`src/rtl/display_bcd_seq.sv`:
```
// display_bcd_seq: iterative double-dabble binary-to-BCD converter that drives
// active-low seven-segment patterns, with leading-zero blanking and overflow dashes.
module display_bcd_seq #(
  parameter int unsigned BIN_W = 10,
  parameter int unsigned N_DIG = 3
) (
  input  logic               clk,
  input  logic               reset,
  input  logic               inicio,
  input  logic [BIN_W-1:0]   valor,
  input  logic [3:0]         frac,
  input  logic               supressao,
  output logic               pronto,
  output logic               concluido,
  output logic               overflow,
  output logic [7*N_DIG-1:0] seg_int,
  output logic [6:0]         seg_frac
);

  localparam int unsigned BCD_W = 4 * N_DIG;
  localparam int unsigned SEG_W = 7 * N_DIG;
  localparam int unsigned CNT_W = $clog2(BIN_W + 1);

  localparam logic [6:0] SEG_BLANK = 7'b1111111;
  localparam logic [6:0] SEG_DASH  = 7'b1111110;

  function automatic logic [63:0] pow10(input int unsigned n);
    logic [63:0] p;
    p = 64'd1;
    for (int unsigned i = 0; i < n; i++) p = p * 64'd10;
    return p;
  endfunction

  localparam logic [63:0] LIMIT = pow10(N_DIG);

  function automatic logic [6:0] dec7(input logic [3:0] d);
    case (d)
      4'd0:    dec7 = 7'b0000001;
      4'd1:    dec7 = 7'b1001111;
      4'd2:    dec7 = 7'b0010010;
      4'd3:    dec7 = 7'b0000110;
      4'd4:    dec7 = 7'b1001100;
      4'd5:    dec7 = 7'b0100100;
      4'd6:    dec7 = 7'b0100000;
      4'd7:    dec7 = 7'b0001111;
      4'd8:    dec7 = 7'b0000000;
      4'd9:    dec7 = 7'b0000100;
      default: dec7 = SEG_BLANK;
    endcase
  endfunction

  typedef enum logic [1:0] {
    OCIOSO   = 2'd0,
    CONVERTE = 2'd1,
    ATUALIZA = 2'd2
  } state_t;

  state_t             r_state;
  logic [BIN_W-1:0]   r_sh;
  logic [BCD_W-1:0]   r_bcd;
  logic [CNT_W-1:0]   r_cnt;
  logic [3:0]         r_frac;
  logic               r_sup;
  logic               r_ovf;

  logic [BCD_W-1:0]   w_bcd_adj;
  logic [SEG_W-1:0]   w_seg_int;

  // Add-3 correction on every nibble that would reach 10 or more after the shift.
  always_comb begin
    w_bcd_adj = r_bcd;
    for (int k = 0; k < int'(N_DIG); k++) begin
      if (r_bcd[4*k +: 4] >= 4'd5) w_bcd_adj[4*k +: 4] = r_bcd[4*k +: 4] + 4'd3;
    end
  end

  // Digit patterns: dashes on overflow, otherwise decode with optional blanking
  // of zeros above the most significant nonzero digit (units always shown).
  always_comb begin
    logic w_lead;
    logic [3:0] w_dig;
    w_seg_int = '1;
    w_lead    = r_sup;
    w_dig     = '0;
    for (int k = int'(N_DIG) - 1; k >= 0; k--) begin
      w_dig = r_bcd[4*k +: 4];
      if (r_ovf) begin
        w_seg_int[7*k +: 7] = SEG_DASH;
      end else if (w_lead && (k != 0) && (w_dig == 4'd0)) begin
        w_seg_int[7*k +: 7] = SEG_BLANK;
      end else begin
        w_seg_int[7*k +: 7] = dec7(w_dig);
        w_lead = 1'b0;
      end
    end
  end

  always_ff @(posedge clk or posedge reset) begin
    if (reset) begin
      r_state   <= OCIOSO;
      pronto    <= 1'b1;
      concluido <= 1'b0;
      overflow  <= 1'b0;
      seg_int   <= {SEG_W{1'b1}};
      seg_frac  <= SEG_BLANK;
      r_sh      <= '0;
      r_bcd     <= '0;
      r_cnt     <= '0;
      r_frac    <= '0;
      r_sup     <= 1'b0;
      r_ovf     <= 1'b0;
    end else begin
      concluido <= 1'b0;
      case (r_state)
        OCIOSO: begin
          if (inicio) begin
            r_sh    <= valor;
            r_frac  <= frac;
            r_sup   <= supressao;
            r_ovf   <= (64'(valor) >= LIMIT);
            r_bcd   <= '0;
            r_cnt   <= CNT_W'(BIN_W);
            pronto  <= 1'b0;
            r_state <= CONVERTE;
          end
        end
        CONVERTE: begin
          // Bits carried beyond the top nibble are dropped; overflow was flagged at capture.
          r_bcd <= {w_bcd_adj[BCD_W-2:0], r_sh[BIN_W-1]};
          r_sh  <= {r_sh[BIN_W-2:0], 1'b0};
          r_cnt <= r_cnt - CNT_W'(1);
          if (r_cnt == CNT_W'(1)) r_state <= ATUALIZA;
        end
        ATUALIZA: begin
          seg_int   <= w_seg_int;
          seg_frac  <= dec7(r_frac);
          overflow  <= r_ovf;
          concluido <= 1'b1;
          pronto    <= 1'b1;
          r_state   <= OCIOSO;
        end
        default: r_state <= OCIOSO;
      endcase
    end
  end

endmodule

```
`config.mk`:
```
export PLATFORM = sky130hd
export DESIGN_NAME = display_bcd_seq
export DESIGN_NICKNAME = d
export VERILOG_FILES = /design/src/rtl/display_bcd_seq.sv
export SDC_FILE = /design/constraint.sdc
export NUM_CORES = 1
export LEC_CHECK = 0
export ABC_AREA = 0
export CORE_AREA = 8 8 85 87
export CTS_BUF_LIST = sky130_fd_sc_hd__clkbuf_2
export DETAILED_ROUTE_END_ITERATION = 8
export DIE_AREA = 0 0 93 95
export PLACE_DENSITY = 0.91
export SLEW_MARGIN = 20
export SYNTH_ARGS = -nofsm -noshare
export SYNTH_HDL_FRONTEND = slang
export SYNTH_SLANG_ARGS = --single-unit
```
`constraint.sdc`:
```
create_clock -name clk -period 4 [get_ports clk]
set_clock_uncertainty 0.15 [all_clocks]
set_input_delay 0.8 -clock clk [delete_from_list [all_inputs] [get_ports clk]]
set_output_delay 0.8 -clock clk [all_outputs]
set_load 0.005 [all_outputs]
```
# == Word level (Yosys, flattened, before mapping) ==
# Memories as Yosys holds them, arrays and structs flattened. A register that Yosys moved wholly into a read port is not among the register bits.
# Index checks and enable logic that the tools add are counted.
# word_totals
mem_bits_ro,448
memories,4
ramBits,0
output_inout_bits,31
ff_bits,58
latchBits,0
# mem_list
name,depth,word_bits,read_ports,rd_ports_with_merged_regs,write_ports,line_no,text
(no name shown),16,7,1,1,0,37,case (d)
(no name shown),16,7,1,0,0,37,
(no name shown),16,7,1,0,0,37,
(no name shown),16,7,1,0,0,37,
# classes
multipliers,0
n_mux,22
eq_ne,5
reduce_logical,11
shifts,0
add_sub_neg,4
div,0
bitwise_logic,0
n_lt_le_gt_ge,4
# op_table
operator,count
7-bit two-way mux,5
12-bit one-hot mux with 2 select lines,1
10-bit one-hot mux with 2 select lines,1
"4-bit by 3-bit >= comparator with 1-bit output, second input constant",3
12-bit two-way mux,1
4-bit two-way mux,3
"10-bit >= comparator, second input constant",1
10-bit two-way mux,1
"4-bit by 2-bit adder with 4-bit output, second input constant",2
4-bit zero test,2
4-bit one-hot mux with 2 select lines,1
2-bit AND reduction,4
"4-bit by 1-bit == test with 1-bit output, second input constant",1
1-bit two-way mux,4
2-bit two-way mux,2
"2-bit inequality test, second input constant",2
2-bit one-hot mux with 2 select lines,1
2-bit nonzero test,2
"4-bit by 1-bit subtractor with 4-bit output, second input constant",1
"3-bit by 2-bit adder with 3-bit output, second input constant",1
3-bit two-way mux,1
"2-bit by 1-bit == test with 1-bit output, second input constant",1
"2-bit == test, second input constant",1
1-bit logical AND,2
other kinds (2),2

# == Logic depth before layout (Yosys ltp) ==
# Gate-level depths: netlist (run 1).
# depth
depth_word,7
mapped_depth,6
ltp_nobuf,6

# == Worst setup path after synthesis (run 1) ==
# OpenSTA, ideal clock, no wires.
# synth_timing
path_type,in2reg
from,input port inicio
to,register r_bcd[1]
path_stages,6
setup_ns,0.131
n_path_buf,2
required_ns,3.719
slack_ns,2.206
arrival_time_ns,1.513
cell_sequence,inv_1 or3_1 buf_2 buf_6 nand3_1 o21ai_1
# synth_between
elab_chain_cells,2
# synth_lines
element,line_no,text
start: declaration,9,"input logic inicio,"
2-bit inequality test (no line),--,
2-bit AND reduction (no line),--,
end signal: assignment,129,"r_bcd <= {w_bcd_adj[BCD_W-2:0], r_sh[BIN_W-1]};"
end: declaration,60,logic [BCD_W-1:0] r_bcd;
# Every way passes these cells.
# A chain may end at the register's enable or synchronous reset.

# == Worst setup path in the final report (run 1) ==
# layout_timing
from,register seg_frac[5]
to,output port seg_frac[5]
# layout_rtl
element,line_no,text
start: declaration,17,output logic [6:0] seg_frac
# No word-level cell between the ends.

==> flow_metrics.tcl, run 1 <==
set metrics [dict create \
    synth_top_area_share_pct 26.01 \
    synth_ff_type "dfrtp_1" \
    cts_buffers 9 \
    rsz0062_at_grt "false" \
    synth_edf_count 0 \
    root_buffer "clkbuf_2" \
    p_leak_nw 1.763 \
    clock.fmax_mhz 393.4 \
    drc 0 \
    drtIter0Drc 163 \
    drt-met1-wl_um 3259 \
    antenna_found_initial 0 \
    startpoint_type "flop" \
    slew_viol_final 0 \
    synth.ff_latch_count 65 \
    stdcell_area_um2 4066 \
    final-seq-area_um2 1663 \
    cts_resized 0 \
    seq_area_frac_synth_pct 48.01 \
    gp_congestion 0.8448 \
    cts.sinks 65 \
    synth.distinct_cells 47 \
    clk_latency_ps 500 \
    grt-ovfl-total 0 \
    cts_tree "done" \
    clkTransAtPathRegs_ps 180 \
    wl_met3_um 390 \
    vias_per_cell 5.748 \
    firstDrtPassIters 5 \
    outcome "finished clean" \
    period_needed_ps 2542 \
    grt.total_usage_pct 17.95 \
    path_delay_family "flip-flops" \
    wl_met2_um 3621 \
    worstMarginPinSlew_ps 755.2 \
    fp.dieH_um 95 \
    cp_num_buf_inv 1 \
    dieWidth_um 93 \
    crit_type "flop to primary output" \
    ios 49 \
    crit_required_ps 3050 \
    cp_slowest_stage_delay_ps 570 \
    synth_most_common_cell "nand2_1" \
    port_buffers 48 \
    ir_worst_vdd_uv 454.0 \
    post_cts_buffers 0 \
    synth.top_cells.by_area "dfrtp_1 (26%), dfstp_2 (22%), ha_1 (7.9%)" \
    placed_area_um2 3963 \
    initial_core_util_pct 59.55 \
    multi_input_area_um2 1615 \
    crit_chain "clkdlybuf4s50_1" \
    path_max_fanout 2 \
    rows 28 \
    slowest_stage "dfstp_2" \
    avgSynthCellArea_um2 9.310 \
    grt_max_degree 35 \
    end_kind "primary output" \
    areaGrowthSynthToFinish_pct 17.41 \
    wl_um 7352 \
    routed.top_layer "met4" \
    hold_violations 0 \
    synth_nets 412 \
    p_per_area_nw_per_um2 823.5 \
    n_fill_cell 457 \
    synthCells 372 \
    htreeDepth 3 \
    drive_above_1_share_pct 13.16 \
    yosys_warnings 0 \
    clock_path_buffers 2 \
    dieArea_um2 8835 \
    vias 2834 \
    layout.nets 453 \
    first_global_vias 2729 \
    hold_class "flop to flop" \
    finalSetupViolations 0 \
    arrival_ps 1590 \
    yosys.area.top_type "dfrtp_1" \
    tns_ps 0 \
    cap_viol_max_count 0 \
    syn_area_um2 3463 \
    postCtsHoldBufs 0 \
    grt_pass1_wl_um 12780 \
    core_area_um2 5816 \
    antenna_cells 0 \
    synth-async-reset-ratio_pct 100.0 \
    wl_per_cell_um 14.91 \
    relSlewSlack_pct 49.65 \
    antenna_left 0 \
    ys_top_cells_by_count "nand2_1 (63), dfrtp_1 (36), dfstp_2 (29)" \
    finalCritPeriodShare_pct 63.55 \
    dpl.hpwl_um 5265 \
]
==> flip-flops by register name (all words and copies together), names as in the netlist, 2 cells and up <==
signal and count:
seg_frac 7, r_bcd 12, seg_int 21, r_cnt 4, r_sh 10, r_state 2, r_frac 4
==> routing by layer <==
metal	vias to the layer above	global-route usage, %
li1	1377	-
met1	1373	21.30
met2	76	30.24
met3	8	4.365
met4	0	8.188
met5	-	0
==> final timing paths <==
| check | start | cells after the start | endpoint | slack (ps) |
|---|---|---|---|---|
| max | seg_frac[5]$_DFFE_PP1P_ | 1 | seg_frac[5] | 1460 |
| min | seg_int[14]$_DFFE_PP1P_ | 2 | seg_int[14]$_DFFE_PP1P_ | 320 |
| max reg2reg | r_bcd[8]$_DFFE_PP0P_ | 6 | seg_int[13]$_DFFE_PP1P_ | 2030 |
| min reg2reg | seg_int[14]$_DFFE_PP1P_ | 2 | seg_int[14]$_DFFE_PP1P_ | 320 |
| max in group asynchronous | reset | 3 | seg_int[10]$_DFFE_PP1P_ | 2490 |
| min in group asynchronous | reset | 2 | r_bcd[11]$_DFFE_PP0P_ | 530 |
==> logic make-up after synthesis <==
| group | Yosys count | share of synthesized area, % |
|---|---|---|
| AO/OA/AOI/OAI | 103 | 18.57 |
| XOR/XNOR | 5 | 1.264 |
| adder cells (fa/ha/maj) | 22 | 7.948 |
| buffers and inverters | 41 | 5.347 |
| flip-flops | 65 | 48.01 |
| multiplexers | 2 | 0.6142 |
| AND/OR/NAND/NOR | 134 | 18.24 |
==> power breakdown <==
group / internal, mW / leakage (nW) / total [mW] / switching [mW]
logic: 0.798 / 0.939 / 1.59 / 0.793
registers: 1.05 / 0.750 / 1.37 / 0.323
clock network: 0.149 / 0.0734 / 0.383 / 0.234
total: 2.00 / 1.76 / 3.35 / 1.35
==> cell usage in the layout (no fill, tap or decap), drive strengths merged, types with 3 or more instances in the layout <==
| master | n |
|---|---|
| clkdlybuf4s50 | 48 |
| nor2 | 28 |
| a21oi | 27 |
| xnor2 | 5 |
| a31oi | 4 |
| o211ai | 3 |
| buf | 3 |
| nand4 | 3 |
| nor3b | 7 |
| clkbuf | 12 |
| dfrtp | 36 |
| o21ai | 34 |
| clkinv | 3 |
| o31ai | 4 |
| a32o | 3 |
| inv | 20 |
| nor2b | 3 |
| ha | 22 |
| o22a | 6 |
| nand2 | 63 |
| a22oi | 9 |
| dfstp | 29 |
| nand2b | 15 |
| nor3 | 4 |
| nand3 | 6 |
==> final cells by class <==
| type | count | share of cell area, % |
|---|---|---|
| Inverter | 20 | 1.846 |
| Timing Repair Buffer | 51 | 12.68 |
| Sequential cell | 65 | 40.89 |
| Multi-Input combinational cell | 266 | 39.72 |
| Tap cell | 75 | 2.308 |
| Clock buffer | 12 | 1.477 |
| Clock inverter | 4 | 1.077 |
==> per-stage QoR <==
step / util [%] / cells / hold slack (ps) / setup slack [ps] / total power [mW]
global route: 69.92 / 493 / 348.8 / 1381 / 3.641
detailed placement: 68.14 / 477 / 304.8 / 1503 / 2.970
floorplan: - / 372 / 295.8 / 1472 / 2.414
CTS: 69.92 / 493 / 326.7 / 1426 / 3.356
finish: 69.92 / 493 / 324.1 / 1458 / 3.349
global placement: 68.14 / 477 / 298.7 / 1554 / 2.884
Power figures use the tool's default switching activity.
==> run 2: changes to the inputs <==
Settings changed: CORE_AREA 8 8 85 87 to 8 8 92 94, DIE_AREA 0 0 93 95 to 0 0 100 102, PLACE_DENSITY 0.91 to 0.82.
Clock period 4 ns to 2.1 ns, I/O delays scaled along.
==> run 2 against run 1 <==
  * Final cell count is 6.5% higher
  * First-iteration DRC count shrank 37%
  * Sequential power increased by 88%
  * Highest routed layer unchanged
  * Critical path depth up 5
  * Die area rose by 15%
  * Utilization down 11 points
  * Worst setup slack got worse by 1300 ps
==> flow_metrics.tcl, run 2 (same netlist as run 1, synthesis figures left out) <==
set metrics [dict create \
    combPwrFrac_pct 47.4 \
    core_area_um2 7059 \
    finalCritPeriodShare_pct 93.18 \
    worstMarginPinSlew_ps 777.5 \
    clkTransAtPathRegs_ps 220 \
    port_buffers 48 \
    outcome "finished clean" \
    sw_frac_of_total_pct 40.90 \
    cts.sinks 65 \
    clock.fmax_mhz 511.0 \
    final_common_cell "nand2_1" \
    crit_required_ps 2350 \
    wl_um 7420 \
    period_needed_ps 1957 \
    hold_class "input pin to asynchronous set/reset pin" \
    ir_worst_vdd_uv 634.5 \
    r2r-end "r_bcd[11]$_DFFE_PP0P_" \
    crit_type "flop to flop" \
    grt.total_usage_pct 15.94 \
    drive_above_1_share_pct 15.26 \
    reg.largest.list "seg_int (21), r_bcd (12), r_sh (10)" \
    dpl.hpwl_um 5375 \
    dpl.cell_count 504 \
    path_delay_family "adder cells" \
    final_cells 525 \
    pwr-share-seq_pct 41.1 \
    switchingPower_mw 2.566 \
    end_kind "flop" \
    cap_viol_max_count 0 \
    root_buffer "clkbuf_2" \
    cts_tree "done" \
    p_per_area_nw_per_um2 1512 \
    wl_per_cell_um 14.13 \
    ios 49 \
    hold_violations 0 \
    initial_core_util_pct 49.06 \
    dp_worst_setup_slack_ps -25.79 \
    first_global_vias 2832 \
    slew_viol_final 0 \
    grt_max_degree 28 \
    setup_ws_ps 143.2 \
    reg2reg_slack_ps 140 \
    dieWidth_um 100 \
    startpoint_type "flop" \
    fin_util_pct 58.76 \
    clock_path_buffers 2 \
    drc 0 \
    layout.nets 461 \
    antenna_left 0 \
    areaGrowthSynthToFinish_pct 19.76 \
    r2r-start "r_bcd[8]$_DFFE_PP0P_" \
    drtIter0Drc 102 \
    intPower_mw 3.707 \
    rr_worst_depth 6 \
    cp_num_buf_inv 1 \
    crit_chain "inv_1 -> ha_2 -> ha_1 -> mux2_2 -> o21ai_0 -> nand2_1" \
    htreeDepth 3 \
    relSlewSlack_pct 48.17 \
    dieArea_um2 10200 \
    p_leak_nw 1.881 \
    antenna_found_initial 0 \
    path_max_fanout 7 \
    vias_per_cell 5.295 \
    clk_latency_ps 530 \
    largest_reg_flops 21 \
    arrival_ps 2210 \
    cp_slowest_stage_delay_ps 480 \
    fp.dieH_um 102 \
    firstDrtPassIters 4 \
    max_flop_register "seg_int" \
    finalSetupViolations 0 \
    antenna_cells 0 \
    slowest_stage "dfrtp_1" \
    gp_congestion 0.8236 \
    p_clk_share_pct 11.5 \
    vias 2780 \
    grt_pass1_wl_um 13190 \
    rows 31 \
    final_cell_mix "nand2_1 (63), dfrtp_1 (36), dlygate4sd2_1 (29), dfstp_2 (29), a21oi_1 (27)" \
    cts_buffers 9 \
    rsz0062_at_grt "false" \
    grt-ovfl-total 0 \
]
run 2: what timing repair did:
| item | in CTS | in global routing |
|---|---|---|
| endpoints found under the setup margin | 29 | 11 |
| hold buffers | 0 | 0 |
| buffers inserted | 5 | 0 |
| resized for setup | 29 | 3 |
run 2: worst register-to-register path, stage by stage (launching register included):
cell	delay [ps]
dfrtp_1	480
inv_1	150
ha_2	260
ha_1	270
mux2_2	270
o21ai_0	170
nand2_1	80
run 2: per-layer routing:
layer | GRT usage [%] | routed length [µm]
met3 | 4.768 | 372
met5 | 0 | 0
met2 | 27.04 | 3610
met4 | 5.930 | 110
met1 | 18.64 | 3326
run 2: per-stage QoR:
step	cell area, µm²	power, mW	TNS [ps]	hold slack, ps
6_report	4148	6.272	0	69.74
3_3_place_gp	4031	5.553	0	301.0
3_5_place_dp	4031	5.685	-74.63	306.4
5_1_grt	4148	6.880	0	96.40
2_1_floorplan	3467	4.599	0	295.8
4_1_cts	4135	6.296	0	60.52
run 2: power groups by stage:
stage	clock, mW	sequential (mW)	combinational [mW]
2_1_floorplan	0	2.40	2.20
3_3_place_gp	0	2.58	2.97
3_5_place_dp	0	2.61	3.07
4_1_cts	0.739	2.57	2.99
5_1_grt	0.790	2.69	3.40
6_report	0.722	2.58	2.97
run 2: worst max path at each step:
stage,depth (start not counted),slack (ps),start,endpoint
final,6,140,r_bcd[8]$_DFFE_PP0P_,r_bcd[11]$_DFFE_PP0P_
after global placement,4,2,inicio,r_bcd[2]$_DFFE_PP0P_
after floorplan,6,370,r_bcd[8]$_DFFE_PP0P_,r_bcd[11]$_DFFE_PP0P_
after detailed placement,4,-30,inicio,r_bcd[6]$_DFFE_PP0P_
after global routing,6,40,r_bcd[5]$_DFFE_PP0P_,r_bcd[6]$_DFFE_PP0P_
after CTS,6,90,r_bcd[8]$_DFFE_PP0P_,r_bcd[11]$_DFFE_PP0P_
run 2: final cells by class:
type / count / area, µm²
Clock buffer: 11 / 55.05
Clock inverter: 5 / 47.55
Fill cell: 624 / 2912
Inverter: 20 / 78.83
Multi-Input combinational cell: 266 / 1628
Sequential cell: 65 / 1663
Tap cell: 99 / 123.9
Timing Repair Buffer: 59 / 551.8
==> run 3: changes to the inputs <==
Settings changed: CORE_AREA 8 8 92 94 to 8 8 97 99, DIE_AREA 0 0 100 102 to 0 0 105 107, PLACE_DENSITY 0.82 to 0.74.
==> run 3 against run 2 <==
  * First-iteration DRC count up 14%
  * Clock power up 0.7%
  * Final cell count up 0.57%
  * Routed wire length down 1.1%
  * Count of clock-buffer cells in the layout down 1
  * Final area down 0.81%
  * Register-to-register slack worse by 30 ps
==> flow_metrics.tcl, run 3 (same netlist as run 1, synthesis figures left out) <==
set metrics [dict create \
    firstDrtPassIters 4 \
    layout.nets 458 \
    antenna_found_initial 0 \
    rows 33 \
    grt_pass1_wl_um 12780 \
    htreeDepth 3 \
    core_area_um2 7928 \
    crit_required_ps 2370 \
    slew_viol_final 0 \
    first_global_vias 2798 \
    cp_slowest_stage_delay_ps 470 \
    largest_reg_flops 21 \
    crit_type "flop to flop" \
    dieArea_um2 11240 \
    grt-ovfl-total 0 \
    finalSetupViolations 0 \
    grtUsageMet3_pct 3.299 \
    r2r-end "seg_int[13]$_DFFE_PP1P_" \
    startpoint_type "flop" \
    clkTransAtPathRegs_ps 190 \
    vias 2726 \
    placed_area_um2 4026 \
    cp_num_buf_inv 1 \
    p_leak_nw 1.855 \
    drc 0 \
    path_max_fanout 7 \
    busiest_layer "met2" \
    crit_chain "inv_1 -> ha_1 -> nor3b_1 -> o2111ai_1 -> nand4_1 -> o22a_1" \
    relSlewSlack_pct 61.58 \
    ir_worst_vdd_uv 548.6 \
    power_mw 6.222 \
    wl_per_cell_um 13.89 \
    drive_above_1_share_pct 13.95 \
    rsz0062_at_grt "false" \
    dieWidth_um 105 \
    r2r-start "r_bcd[8]$_DFFE_PP0P_" \
    dpl.hpwl_um 5167 \
    antenna_left 0 \
    stdcell_area_um2 4114 \
    reg2reg_slack_ps 110 \
    cp.depth 6 \
    port_buffers 48 \
    max_flop_register "seg_int" \
    final_common_cell "nand2_1" \
    root_buffer "clkbuf_2" \
    cts.sinks 65 \
    ios 49 \
    final_cell_mix "nand2_1 (63), dfrtp_1 (36), dlygate4sd2_1 (29), dfstp_2 (29), a21oi_1 (27)" \
    startpoint "r_bcd[8]$_DFFE_PP0P_" \
    areaGrowthSynthToFinish_pct 18.79 \
    rr_worst_depth 6 \
    postCtsHoldBufs 0 \
    hold_violations 0 \
    cts_buffers 9 \
    crit_end "seg_int[13]$_DFFE_PP1P_" \
    clock_path_buffers 2 \
    initial_core_util_pct 43.69 \
    clk_latency_ps 480 \
    slowest_stage "dfrtp_1" \
    clock.fmax_mhz 502.4 \
    period_needed_ps 1991 \
    grt_use_met2_pct 22.31 \
    gp_congestion 0.8305 \
    reg.largest.list "seg_int (21), r_bcd (12), r_sh (10)" \
    p_per_area_nw_per_um2 1512 \
    fin_util_pct 51.89 \
    worstMarginPinSlew_ps 575.6 \
    vias_per_cell 5.163 \
    arrival_ps 2260 \
    drtIter0Drc 116 \
    final_cells 528 \
    grt.total_usage_pct 13.66 \
    end_kind "flop" \
    hold_class "input pin to asynchronous set/reset pin" \
    dpl.cell_count 510 \
    cts_tree "done" \
    use_met1_pct 16.65 \
    grt_max_degree 66 \
    cap_viol_max_count 0 \
    fp.dieH_um 107 \
    finalCritPeriodShare_pct 94.79 \
    outcome "finished clean" \
    wl_um 7335 \
    antenna_cells 0 \
    path_delay_family "compound AO/OA/AOI/OAI gates" \
]
==> run 3: where the power goes <==
group          leakage, nW  total, mW  internal, mW  switching [mW]
logic                 1.04       2.94          1.40            1.54
clock network       0.0670      0.727         0.273           0.454
registers            0.750       2.55          2.00           0.551
==> run 3: layer usage <==
layer / part of all wire [%] / routed length (µm) / vias up
met2: 47 / 3425 / 49
met4: 1.3 / 98 / 0
met3: 4.3 / 316 / 10
met5: 0 / 0 / -
li1: - / - / 1375
met1: 48 / 3494 / 1292
==> run 3: worst reg2reg max path, stage by stage, from the launching register on <==
cell	delay, ps
dfrtp_1	470
inv_1	120
ha_1	300
nor3b_1	190
o2111ai_1	320
nand4_1	180
o22a_1	210
==> run 3: how the worst min path moves through the flow <==
stage                                 start  depth (start not counted)  slack, ps                 endpoint
finish                                reset                          3        180    r_frac[3]$_DFFE_PP0P_
detailed placement  seg_int[14]$_DFFE_PP1P_                          2        300  seg_int[14]$_DFFE_PP1P_
global placement    seg_int[14]$_DFFE_PP1P_                          2        300  seg_int[14]$_DFFE_PP1P_
floorplan               r_sh[9]$_DFFE_PP0P_                          2        300      r_sh[9]$_DFFE_PP0P_
CTS                                   reset                          3        180    r_bcd[11]$_DFFE_PP0P_
global route                          reset                          3        180      r_sh[5]$_DFFE_PP0P_
==> run 3: timing repair <==
action                                  in CTS  in global routing
resized for setup                           29                  0
endpoints found under the setup margin      29                  0
setup buffers                                2                  0
==> run 3: layout make-up <==
| type | instances | area, µm² |
|---|---|---|
| clock inverters | 6 | 58.81 |
| flip-flops and latches | 65 | 1663 |
| repair buffers | 56 | 516.7 |
| inverters | 20 | 78.83 |
| fillers | 773 | 3814 |
| clock buffers | 10 | 50.05 |
| multi-input cells | 266 | 1615 |
| well taps | 105 | 131.4 |
==> run 3: per-stage QoR <==
| stage | TNS, ps | hold slack [ps] | worst slack [ps] |
|---|---|---|---|
| floorplan | 0 | 295.8 | 371.3 |
| global placement | -32.46 | 300.1 | -11.08 |
| detailed placement | -97.22 | 300.5 | -35.23 |
| CTS | 0 | 178.6 | 139.2 |
| global route | 0 | 178.8 | 30.76 |
| finish | 0 | 184.6 | 109.4 |
